===== config.mk =====
export PLATFORM = sky130hd
export DESIGN_NAME = tipi_link_master
export DESIGN_NICKNAME = d
export VERILOG_FILES = /design/src/rtl/tipi_link_master.sv
export SDC_FILE = /design/constraint.sdc
export NUM_CORES = 1
export LEC_CHECK = 0
export CORE_MARGIN = 5
export CORE_UTILIZATION = 59
export DETAILED_ROUTE_END_ITERATION = 8
export DONT_BUFFER_PORTS = 1
export GPL_ROUTABILITY_DRIVEN = 0
export PLACE_DENSITY_LB_ADDON = 0.1
export SYNTH_ARGS = -nofsm -noshare
export SYNTH_HDL_FRONTEND = slang
export SYNTH_SLANG_ARGS = --single-unit

===== constraint.sdc =====
create_clock -name clk -period 6.5 [get_ports clk]
set_input_delay 1.3 -clock clk [delete_from_list [all_inputs] [get_ports clk]]
set_output_delay 1.3 -clock clk [all_outputs]
set_load 0.01 [all_outputs]

===== src/rtl/tipi_link_master.sv =====
// TIPI CPLD serial register link master (RPi side).
// Converts one parallel request into a 9-edge r_clk shift transaction.
module tipi_link_master #(
    parameter int CLK_DIV = 4
) (
    input  logic       clk,
    input  logic       reset_n,
    input  logic       req_valid,
    output logic       req_ready,
    input  logic       req_rt,
    input  logic       req_cd,
    input  logic [0:7] req_data,
    output logic       rsp_valid,
    output logic [0:7] rsp_data,
    output logic       rsp_abort,
    output logic       busy,
    output logic       r_clk,
    output logic       r_rt,
    output logic       r_cd,
    output logic       r_le,
    output logic       r_dout,
    input  logic       r_din,
    input  logic       r_reset
);

    generate
        if (CLK_DIV < 3 || CLK_DIV > 255) begin : g_bad_div
            $error("tipi_link_master: CLK_DIV must be 3..255");
        end
    endgenerate

    localparam logic [2:0] IDLE  = 3'd0;
    localparam logic [2:0] SETUP = 3'd1;
    localparam logic [2:0] HI    = 3'd2;
    localparam logic [2:0] LO    = 3'd3;
    localparam logic [2:0] DONE  = 3'd4;
    localparam logic [2:0] ABORT = 3'd5;

    localparam logic [7:0] LAST = 8'(CLK_DIV - 1);

    logic [2:0] state;
    logic [7:0] cnt;
    logic [3:0] ecnt;
    logic       rt_q;
    logic [0:7] data_q;
    logic [0:6] rd_buf;
    logic       live;
    logic       din_q1;
    logic       din_s;
    logic       rst_q1;
    logic       rst_s;
    logic       phase_end;
    logic       in_xfer;

    // Link levels presented for edge e (e = 10 means "after the last edge").
    function automatic logic le_for(input logic rt, input logic [3:0] e);
        return rt ? (e == 4'd1) : (e == 4'd9);
    endfunction

    function automatic logic dout_for(input logic rt, input logic [0:7] d,
                                      input logic [3:0] e);
        return !rt && e >= 4'd1 && e <= 4'd8 && d[3'(e - 4'd1)];
    endfunction

    assign phase_end = (cnt == LAST);
    assign in_xfer   = (state == SETUP) || (state == HI) || (state == LO);
    assign busy      = (state != IDLE);
    assign req_ready = live && (state == IDLE) && !rst_s;
    assign rsp_valid = (state == DONE) || (state == ABORT);
    assign rsp_abort = (state == ABORT);

    always_ff @(posedge clk or negedge reset_n) begin
        if (!reset_n) begin
            state    <= IDLE;
            cnt      <= '0;
            ecnt     <= '0;
            rt_q     <= 1'b0;
            data_q   <= '0;
            rd_buf   <= '0;
            rsp_data <= '0;
            live     <= 1'b0;
            din_q1   <= 1'b0;
            din_s    <= 1'b0;
            rst_q1   <= 1'b0;
            rst_s    <= 1'b0;
            r_clk    <= 1'b0;
            r_rt     <= 1'b0;
            r_cd     <= 1'b0;
            r_le     <= 1'b0;
            r_dout   <= 1'b0;
        end else begin
            live   <= 1'b1;
            din_q1 <= r_din;
            din_s  <= din_q1;
            rst_q1 <= r_reset;
            rst_s  <= rst_q1;
            if (in_xfer && rst_s) begin
                // TI link reset wins over everything, including a high r_clk.
                state    <= ABORT;
                r_clk    <= 1'b0;
                r_le     <= 1'b0;
                r_dout   <= 1'b0;
                r_rt     <= 1'b0;
                r_cd     <= 1'b0;
                rsp_data <= '0;
            end else begin
                case (state)
                    IDLE: begin
                        if (req_valid && req_ready) begin
                            state  <= SETUP;
                            cnt    <= '0;
                            ecnt   <= 4'd1;
                            rt_q   <= req_rt;
                            data_q <= req_data;
                            r_rt   <= req_rt;
                            r_cd   <= req_cd;
                            r_le   <= le_for(req_rt, 4'd1);
                            r_dout <= dout_for(req_rt, req_data, 4'd1);
                        end
                    end
                    SETUP: begin
                        cnt <= cnt + 8'd1;
                        if (phase_end) begin
                            state <= HI;
                            cnt   <= '0;
                            r_clk <= 1'b1;
                        end
                    end
                    HI: begin
                        cnt <= cnt + 8'd1;
                        if (phase_end) begin
                            state  <= LO;
                            cnt    <= '0;
                            r_clk  <= 1'b0;
                            r_le   <= le_for(rt_q, ecnt + 4'd1);
                            r_dout <= dout_for(rt_q, data_q, ecnt + 4'd1);
                        end
                    end
                    LO: begin
                        cnt <= cnt + 8'd1;
                        if (phase_end) begin
                            cnt <= '0;
                            if (rt_q && ecnt >= 4'd2 && ecnt <= 4'd8)
                                rd_buf[3'(ecnt - 4'd2)] <= din_s;
                            if (ecnt == 4'd9) begin
                                state    <= DONE;
                                rsp_data <= rt_q ? {rd_buf, din_s} : 8'h00;
                                r_le     <= 1'b0;
                                r_dout   <= 1'b0;
                                r_rt     <= 1'b0;
                                r_cd     <= 1'b0;
                            end else begin
                                state <= HI;
                                ecnt  <= ecnt + 4'd1;
                                r_clk <= 1'b1;
                            end
                        end
                    end
                    DONE:    state <= IDLE;
                    ABORT:   state <= IDLE;
                    default: state <= IDLE;
                endcase
            end
        end
    end

endmodule


==> results.py, run 1 <==
metrics = {
    "routing": {
        "route.vias.total": 1765,
        "drt_wl_total_mm": 5.01,
        "ant_nets": 0,
        "wire_per_inst_um": 16.8,
        "viasPerCell": 5.92,
        "drc": 0,
        "dr.pass1.iters": 4,
        "drt-initial-drc-count": 147,
    },
    "timing": {
        "period_share_pct": 44.9,
        "rsz0062_at_grt": "false",
        "fmax_mhz": 343,
        "fin_crit_ns": 2.92,
        "fin_tns_setup_ns": 0,
        "fin_ws_ns": 3.58,
        "setup_viol": 0,
        "hold_ws_ns": 0.356,
        "final-hold-violation-count": 0,
        "worst_slew_pin_slew_ns": 0.619,
        "slew_headroom_pct": 58.8,
        "slew_violations": 0,
        "clock-skew-final_ns": 0.00918,
    },
    "finish": {
        "area_growth_pct": 3.37,
        "drive_gt1_share_pct": 17.5,
        "fin_nets": 265,
        "finalInstanceArea_mm2": 0.00276,
        "antenna_cells": 0,
    },
    "status": {
        "status": "complete, no violations",
    },
    "clock_tree": {
        "cts_tree": "yes",
        "cts.sinks": 49,
        "numCtsBuffers": 5,
        "postCtsHoldBufs": 0,
        "htree_levels": 2,
        "post_cts_buffers": 0,
        "cts_resized": 0,
        "cts_root_buf": "clkbuf_8",
        "clockBufferDepth": 2,
        "cts.clk_slew.worst_paths_ns": 0.10,
        "clk-insertion-delay-late_ns": 0.31,
    },
    "synth": {
        "avgSynthCellArea_um2": 10.7,
        "seq_area_frac_synth_pct": 45.9,
        "syn_inst": 250,
        "syn_nets": 270,
        "ys_warn_count": 0,
        "synth_cell_type_count": 54,
        "netlist_area_mm2": 0.00267,
        "synth-seq-cells": 49,
    },
    "place": {
        "place_ws_ns": 3.93,
        "portBuffers": 0,
        "place_area_mm2": 0.00266,
        "dp_hpwl_mm": 3.68,
    },
    "global_routing": {
        "globalRouteOverflowTotal": 0,
        "grt_pass1_wl_mm": 8.71,
        "grt_max_degree": 50,
        "grt_antenna_before_repair": 0,
        "grt_usage_pct": 17.9,
        "grt_pass1_vias": 1699,
    },
    "floorplanning": {
        "rows": 24,
        "start_util_pct": 61.0,
        "dieHeight_um": 77.3,
        "top_level_ports": 32,
        "coreArea_mm2": 0.00438,
        "die-area_mm2": 0.00598,
        "die_w_um": 77.3,
    },
    "worst_setup_path": {
        "arrival_ns": 1.62,
        "reg2reg_slack_ns": 4.08,
        "crit_fanout": 14,
        "crit_type": "register to output pin",
        "endpoint_kind": "output pin",
        "crit_path_start_kind": "register",
        "required_ns": 5.20,
    },
    "pwr": {
        "vdd_drop_max_mv": 0.200,
        "p_per_area_mw_per_mm2": 342,
        "static-leakage-power_nw": 1.23,
    },
    "worst_hold_path": {
        "min_path_type": "register to register",
    },
    "flow_run": {
        "maxCapViolations": 0,
    },
}
==> where the power goes <==
group | switching [mW] | internal (mW)
Combinational | 0.158 | 0.131
Sequential | 0.0852 | 0.368
Clock | 0.105 | 0.0984
==> critical path, cell delays in order, from the launching register on <==
cell and delay, ns:
dfrtp_1 0.55, or3_4 0.44, nor3b_4 0.32
==> through the flow <==
step,util (%),instances,power [mW]
after global placement,60.6,290,0.742
after global routing,63.0,298,1.01
after detailed placement,60.6,290,0.750
after CTS,63.0,298,0.953
after floorplan,-,250,0.695
final,63.0,298,0.946
==> cell usage in the layout, fill, tap and decap left out, drive strengths merged, types with 3 or more instances in the layout <==
cell type / instances
ha: 5
xor2: 7
mux2: 16
nand2: 17
o21ai: 14
clkbuf: 7
mux2i: 8
a21oi: 6
inv: 18
nor3: 4
nor2: 17
nand3: 20
and2: 4
nor2b: 4
dfrtp: 49
or3: 3
nand4: 3
nor4: 3
o31ai: 3
nor4b: 3
nand3b: 3
==> path summary, 6_finish.rpt <==
| kind | startpoint | to | depth (start not counted) |
|---|---|---|---|
| max | state[2] | req_ready | 2 |
| min | rst_q1 | rst_s | 0 |
| max reg2reg | ecnt[0] | r_dout | 7 |
| min reg2reg | rst_q1 | rst_s | 0 |
| max in group asynchronous | reset_n | r_rt | 0 |
| min in group asynchronous | reset_n | rsp_data[6] | 0 |
==> cell usage after synthesis (all sizes together) <==
master	count	share of area (%)
and2	4	0.94
nand2	17	2.6
o21ai	14	2.6
nand4b	1	0.33
or2	2	0.47
o21ba	1	0.37
mux2i	8	3.0
nor2	17	2.4
dfrtp	49	46
nor4b	3	2.1
o31ai	3	1.4
or3	3	0.89
xnor2	2	0.66
o311ai	1	0.61
ha	5	2.3
nor4	3	1.7
xor2	7	2.3
buf	8	2.4
nand3b	3	1.3
conb	1	0.14
a211oi	1	0.28
nand3	20	4.2
nor3	4	0.75
a21o	2	0.56
a21oi	6	1.1
a221oi	1	0.33
and4	1	0.33
and3	2	0.47
a2111oi	1	0.56
a2bb2oi	1	0.56
o2111ai	1	0.33
nor3b	1	0.70
a21boi	2	0.70
a221o	1	0.37
nand2b	2	0.47
inv	17	2.4
nor2b	4	0.94
o41ai	2	0.66
a311oi	2	0.66
clkbuf	4	0.56
a22oi	2	0.56
mux2	16	6.7
nand4	3	0.70
a22o	2	0.66
==> per-layer routing <==
layer	wire (µm)	GRT usage, %	vias to the layer above
li1	-	-	867
met1	2380	26.3	849
met2	2290	25.9	43
met3	273	4.68	6
met4	69	5.33	0
met5	0	0	-
==> area by class of cell <==
type                    count  area, µm²
clock inverters             1       8.76
fillers                   354       1620
inverters                  17       63.8
well taps                  52       65.1
multi-input cells         172       1300
flip-flops and latches     49       1230
clock buffers               7       96.3
==> state kept, by name (all words and copies together), names as in the netlist <==
| name | flops |
|---|---|
| r_rt | 1 |
| r_dout | 1 |
| rst_s | 1 |
| live | 1 |
| cnt | 8 |
| ecnt | 4 |
| rt_q | 1 |
| rsp_data | 8 |
| din_q1 | 1 |
| r_cd | 1 |
| rst_q1 | 1 |
| data_q | 8 |
| rd_buf | 7 |
| din_s | 1 |
| state | 3 |
| r_clk | 1 |
| r_le | 1 |
==> kinds of logic after synthesis <==
kind of cell,synth area share [%]
AOI/OAI and AO/OA,12.3
and+or+nand+nor,21.3
other,0.140
DFF,45.9
xor gates and xnor gates,2.95
muxes,9.73
adders and majority gates,2.34
buffers and inverters,5.38
Power figures use the tool's default switching activity.
==> run 2, diff against run 1 <==
--- a/config.mk
+++ b/config.mk
@@ -6,7 +6,7 @@
 export NUM_CORES = 1
 export LEC_CHECK = 0
 export CORE_MARGIN = 5
-export CORE_UTILIZATION = 59
+export CORE_UTILIZATION = 57
 export DETAILED_ROUTE_END_ITERATION = 8
 export DONT_BUFFER_PORTS = 1
 export GPL_ROUTABILITY_DRIVEN = 0
==> constraint.sdc (replaced) <==
create_clock -name clk -period 2.5 [get_ports clk]
set_input_delay 0.5 -clock clk [delete_from_list [all_inputs] [get_ports clk]]
set_output_delay 0.5 -clock clk [all_outputs]
set_load 0.01 [all_outputs]
==> run 2 against run 1 <==
Net effect: clock-buffer cell count shrank 2; die area grew 3.0%; utilization shrank 2.4 points; design area grew 1.5%; register-to-register slack lost 3.8 ns; highest routed layer unchanged; wire length grew 1.1%; setup slack lost 3.3 ns; sequential power grew to 2.6 times the previous value; critical path depth grew 5; cell count grew 2.0%; largest power group unchanged.
==> results.py, run 2 (same netlist as run 1, synthesis figures left out) <==
metrics = {
    "floorplanning": {
        "die_w_um": 78.5,
        "dieHeight_um": 78.5,
        "rows": 25,
        "top_level_ports": 32,
        "coreArea_mm2": 0.00463,
        "die-area_mm2": 0.00616,
        "start_util_pct": 57.8,
    },
    "status": {
        "status": "complete, no violations",
    },
    "finish": {
        "area_growth_pct": 4.96,
        "reg_top3": "cnt x8, data_q x8, rsp_data x8",
        "final_common_cell": "dfrtp_1",
        "antenna_cells": 0,
        "finalInstanceArea_mm2": 0.00281,
        "fin_nets": 269,
        "n_fill_cell": 400,
        "drive_gt1_share_pct": 18.8,
        "stdcell_count": 304,
        "final_cell_mix": "dfrtp_1, nand3_1, inv_1, nor2_1, mux2_2",
        "fin_util_pct": 60.6,
    },
    "worst_setup_path": {
        "required_ns": 2.69,
        "endpoint_kind": "register",
        "crit_type": "register to register",
        "timing.rr.start": "ecnt[1]",
        "crit_fanout": 10,
        "rr_endpoint": "r_dout",
        "reg2reg_slack_ns": 0.25,
        "ff2ff_path_depth": 7,
        "crit_path_start_kind": "register",
        "arrival_ns": 2.44,
    },
    "timing": {
        "rsz0062_at_grt": "false",
        "fin_ws_ns": 0.248,
        "period_share_pct": 90.1,
        "clock-skew-final_ns": 0.00679,
        "slew_violations": 0,
        "fmax_mhz": 444,
        "worst_slew_pin_slew_ns": 0.623,
        "fin_crit_ns": 2.25,
        "final-hold-violation-count": 0,
        "slew_headroom_pct": 58.5,
        "fin_tns_setup_ns": 0,
        "setup_viol": 0,
        "hold_ws_ns": 0.0271,
    },
    "global_routing": {
        "grt_max_degree": 50,
        "grt_antenna_before_repair": 0,
        "globalRouteOverflowTotal": 0,
        "grt_pass1_vias": 1812,
        "grt_usage_pct": 18.8,
        "grt_pass1_wl_mm": 9.03,
    },
    "place": {
        "place_area_mm2": 0.00268,
        "dp_hpwl_mm": 3.67,
        "place_ws_ns": 0.262,
        "portBuffers": 0,
        "place_inst": 295,
    },
    "pwr": {
        "vdd_drop_max_mv": 0.629,
        "static-leakage-power_nw": 1.24,
        "p_per_area_mw_per_mm2": 872,
        "power_mw": 2.45,
    },
    "clock_tree": {
        "numCtsBuffers": 5,
        "cts_resized": 0,
        "clk-insertion-delay-late_ns": 0.30,
        "htree_levels": 2,
        "cts_tree": "yes",
        "cts.clk_slew.worst_paths_ns": 0.10,
        "cts_root_buf": "clkbuf_8",
        "clockBufferDepth": 2,
        "cts.sinks": 49,
    },
    "routing": {
        "ant_nets": 0,
        "viasPerCell": 5.89,
        "drc": 0,
        "drt_wl_total_mm": 5.07,
        "dr.pass1.iters": 4,
        "drt-initial-drc-count": 102,
        "route.vias.total": 1792,
        "wire_per_inst_um": 16.7,
    },
    "flow_run": {
        "maxCapViolations": 0,
    },
    "worst_hold_path": {
        "min_path_type": "primary input to async pin",
    },
}
==> run 2: final cells by class <==
class	count	area, µm²	share of cell area (%)
repair buffers	4	50.0	1.78
well taps	54	67.6	2.41
multi-input cells	172	1300	46.5
inverters	17	63.8	2.27
clock inverters	3	26.3	0.936
clock buffers	5	68.8	2.45
flip-flops and latches	49	1230	43.7
==> run 2: worst max-delay path, cell delays in order (launching register included) <==
cell      delay [ns]
dfrtp_1         0.55
inv_1           0.16
ha_1            0.47
mux2i_1         0.31
nand3_1         0.11
and4_1          0.20
a311oi_1        0.27
nor2_1          0.07
==> run 2: repair_timing <==
| action | 4_1_cts | 5_1_grt |
|---|---|---|
| hold buffers | 1 | 0 |
| setup buffers | 0 | 0 |
| endpoints found under the hold margin | 49 | 0 |
==> run 2: worst max path at each step <==
stage	end	slack (ns)	depth (start not counted)	start
CTS	r_dout	0.23	7	ecnt[1]
detailed placement	r_dout	0.26	7	ecnt[0]
global route	r_dout	0.03	7	ecnt[0]
global placement	r_dout	0.27	7	ecnt[0]
finish	r_dout	0.25	7	ecnt[1]
floorplan	r_dout	0.31	9	ecnt[1]
==> run 2: metal layers <==
layer	up-vias	routed length, µm	GRT usage, %
li1	879	-	-
met2	29	2370	28.9
met5	-	0	0
met3	4	203	5.39
met1	880	2410	25.3
met4	0	80	7.17
==> run 2: power breakdown <==
part / switching (mW) / internal, mW / leakage, nW / total, mW
logic: 0.440 / 0.359 / 0.565 / 0.799
registers: 0.211 / 0.957 / 0.638 / 1.17
clock network: 0.278 / 0.204 / 0.0423 / 0.482
==> run 3, diff against run 2 <==
--- a/config.mk
+++ b/config.mk
@@ -5,10 +5,10 @@
 export SDC_FILE = /design/constraint.sdc
 export NUM_CORES = 1
 export LEC_CHECK = 0
+export BUFFER_PORTS_ARGS = -buffer_cell sky130_fd_sc_hd__clkbuf_2
 export CORE_MARGIN = 5
-export CORE_UTILIZATION = 57
+export CORE_UTILIZATION = 58
 export DETAILED_ROUTE_END_ITERATION = 8
-export DONT_BUFFER_PORTS = 1
 export GPL_ROUTABILITY_DRIVEN = 0
 export PLACE_DENSITY_LB_ADDON = 0.1
 export SYNTH_ARGS = -nofsm -noshare
==> constraint.sdc (replaced) <==
create_clock -name clk -period 2.15 [get_ports clk]
set_input_delay 0.43 -clock clk [delete_from_list [all_inputs] [get_ports clk]]
set_output_delay 0.43 -clock clk [all_outputs]
set_load 0.01 [all_outputs]
==> run 3 against run 2 <==
Net effect: die area fell by 1.5%; wire length rose by 11%; clock-buffer cell count rose by 1; clock power rose by 25%; critical path type is now register to output pin; worst hold slack improved by 0.17 ns; sequential share of layout area fell by 3.0 points; setup slack got worse by 0.18 ns; utilization rose by 7.9 points; sequential power rose by 11%; cell count rose by 13%; critical path depth fell by 4; via count rose by 11%.
==> results.py, run 3 (same netlist as run 1, synthesis figures left out) <==
metrics = {
    "pwr": {
        "vdd_drop_max_mv": 0.532,
        "p_per_area_mw_per_mm2": 1010,
        "static-leakage-power_nw": 1.43,
    },
    "finish": {
        "reg_top3": "cnt x8, data_q x8, rsp_data x8",
        "final_cell_mix": "dfrtp_1, clkbuf_2, nand3_1",
        "area_growth_pct": 13.1,
        "drive_gt1_share_pct": 31.6,
        "antenna_cells": 0,
        "n_fill_cell": 361,
        "fin_nets": 310,
        "final_common_cell": "dfrtp_1",
    },
    "timing": {
        "rsz0062_at_grt": "false",
        "slew_violations": 0,
        "worst_slew_pin_slew_ns": 0.627,
        "period_share_pct": 96.9,
        "slew_headroom_pct": 58.2,
        "hold_ws_ns": 0.198,
        "fmax_mhz": 480,
        "fin_tns_setup_ns": 0,
        "clock-skew-final_ns": 0.0135,
        "final-hold-violation-count": 0,
        "setup_viol": 0,
        "fin_crit_ns": 2.08,
    },
    "global_routing": {
        "grtUsageMet2_pct": 30.0,
        "busiest_layer": "met2",
        "grtUsageMet3_pct": 4.40,
        "grt_pass1_wl_mm": 9.91,
        "grt_use_met1_pct": 29.0,
        "globalRouteOverflowTotal": 0,
        "grt_max_degree": 50,
        "grt_usage_pct": 20.1,
        "grt_antenna_before_repair": 0,
        "grt_pass1_vias": 2030,
    },
    "routing": {
        "route.vias.total": 1982,
        "drt_wl_total_mm": 5.61,
        "wire_per_inst_um": 16.4,
        "drt-initial-drc-count": 122,
        "viasPerCell": 5.78,
        "ant_nets": 0,
        "drc": 0,
        "dr.pass1.iters": 4,
    },
    "worst_setup_path": {
        "ff2ff_path_depth": 5,
        "reg2reg_slack_ns": 0.17,
        "rr_endpoint": "r_rt",
        "crit_family": "simple AND/OR/NAND/NOR gates",
        "crit_type": "register to output pin",
        "required_ns": 1.72,
        "crit_path_start_kind": "register",
        "slowest_stage": "dfrtp_2",
        "timing.rr.start": "cnt[5]",
        "cp-startpoint": "state[0]",
        "cp.buffers_inverters": 1,
        "arrival_ns": 1.65,
        "crit_fanout": 11,
        "path_cells": "or3_4, nor3b_4, clkbuf_2",
        "endpoint_kind": "output pin",
        "cpPeakStageDelay_ns": 0.50,
    },
    "clock_tree": {
        "numCtsBuffers": 5,
        "post_cts_buffers": 0,
        "cts_tree": "yes",
        "clk-insertion-delay-late_ns": 0.31,
        "postCtsHoldBufs": 0,
        "htree_levels": 2,
        "clockBufferDepth": 2,
        "cts.sinks": 49,
        "cts.clk_slew.worst_paths_ns": 0.10,
        "cts_root_buf": "clkbuf_8",
        "cts_resized": 1,
    },
    "floorplanning": {
        "rows": 24,
        "coreArea_mm2": 0.00441,
        "die_w_um": 77.9,
        "start_util_pct": 60.6,
        "dieHeight_um": 77.9,
        "die-area_mm2": 0.00607,
        "top_level_ports": 32,
    },
    "flow_run": {
        "maxCapViolations": 0,
    },
    "place": {
        "portBuffers": 31,
        "dp_hpwl_mm": 4.12,
    },
    "status": {
        "status": "complete, no violations",
    },
    "worst_hold_path": {
        "min_path_type": "primary input to async pin",
    },
}
-- run 3: cell count changes in the layout (fill, tap and decap cells not counted), moves of 2 or more --
cell / change
buf_4: +11
dfrtp_1: -3
clkinvlp_4: -2
dfrtp_2: +3
clkbuf_2: +31
-- run 3: how the worst max path moves through the flow --
| stage | slack [ns] | end | depth (start not counted) |
|---|---|---|---|
| after CTS | 0.02 | req_ready | 3 |
| after detailed placement | 0.08 | r_rt | 5 |
| after global placement | 0.11 | r_rt | 5 |
| final | 0.07 | req_ready | 3 |
| after floorplan | 0.03 | r_dout | 9 |
| after global routing | 0.01 | req_ready | 3 |
-- run 3: final cells by class --
cell class	count	area (µm²)	area share, %
clock inverter	2	17.5	0.579
clock buffer	6	82.6	2.73
tap	52	65.1	2.15
sequential	49	1230	40.7
multi-input combinational	172	1310	43.2
timing repair buffer	45	260	8.61
inverter	17	63.8	2.11
-- run 3: metrics by stage --
stage	power [mW]	setup WS, ns	instances	instance area, µm²	utilization (%)
2_1_floorplan	2.10	0.0311	250	2680	-
3_3_place_gp	2.44	0.107	335	2920	66.1
3_5_place_dp	2.46	0.0785	335	2920	66.1
4_1_cts	3.07	0.0230	343	3020	68.4
5_1_grt	3.27	0.0145	343	3020	68.5
6_report	3.05	0.0665	343	3020	68.5
-- run 3: report_power, final --
| group | total [mW] | switching [mW] | internal (mW) |
|---|---|---|---|
| combinational | 1.15 | 0.621 | 0.526 |
| clock | 0.603 | 0.335 | 0.268 |
| sequential | 1.30 | 0.187 | 1.12 |
| total | 3.05 | 1.14 | 1.91 |
-- run 3: routing by layer --
metal  wire [µm]  part of all wire (%)
met5           0                     0
met4          61                   1.1
met3         296                   5.3
met2        2660                    47
met1        2600                    46
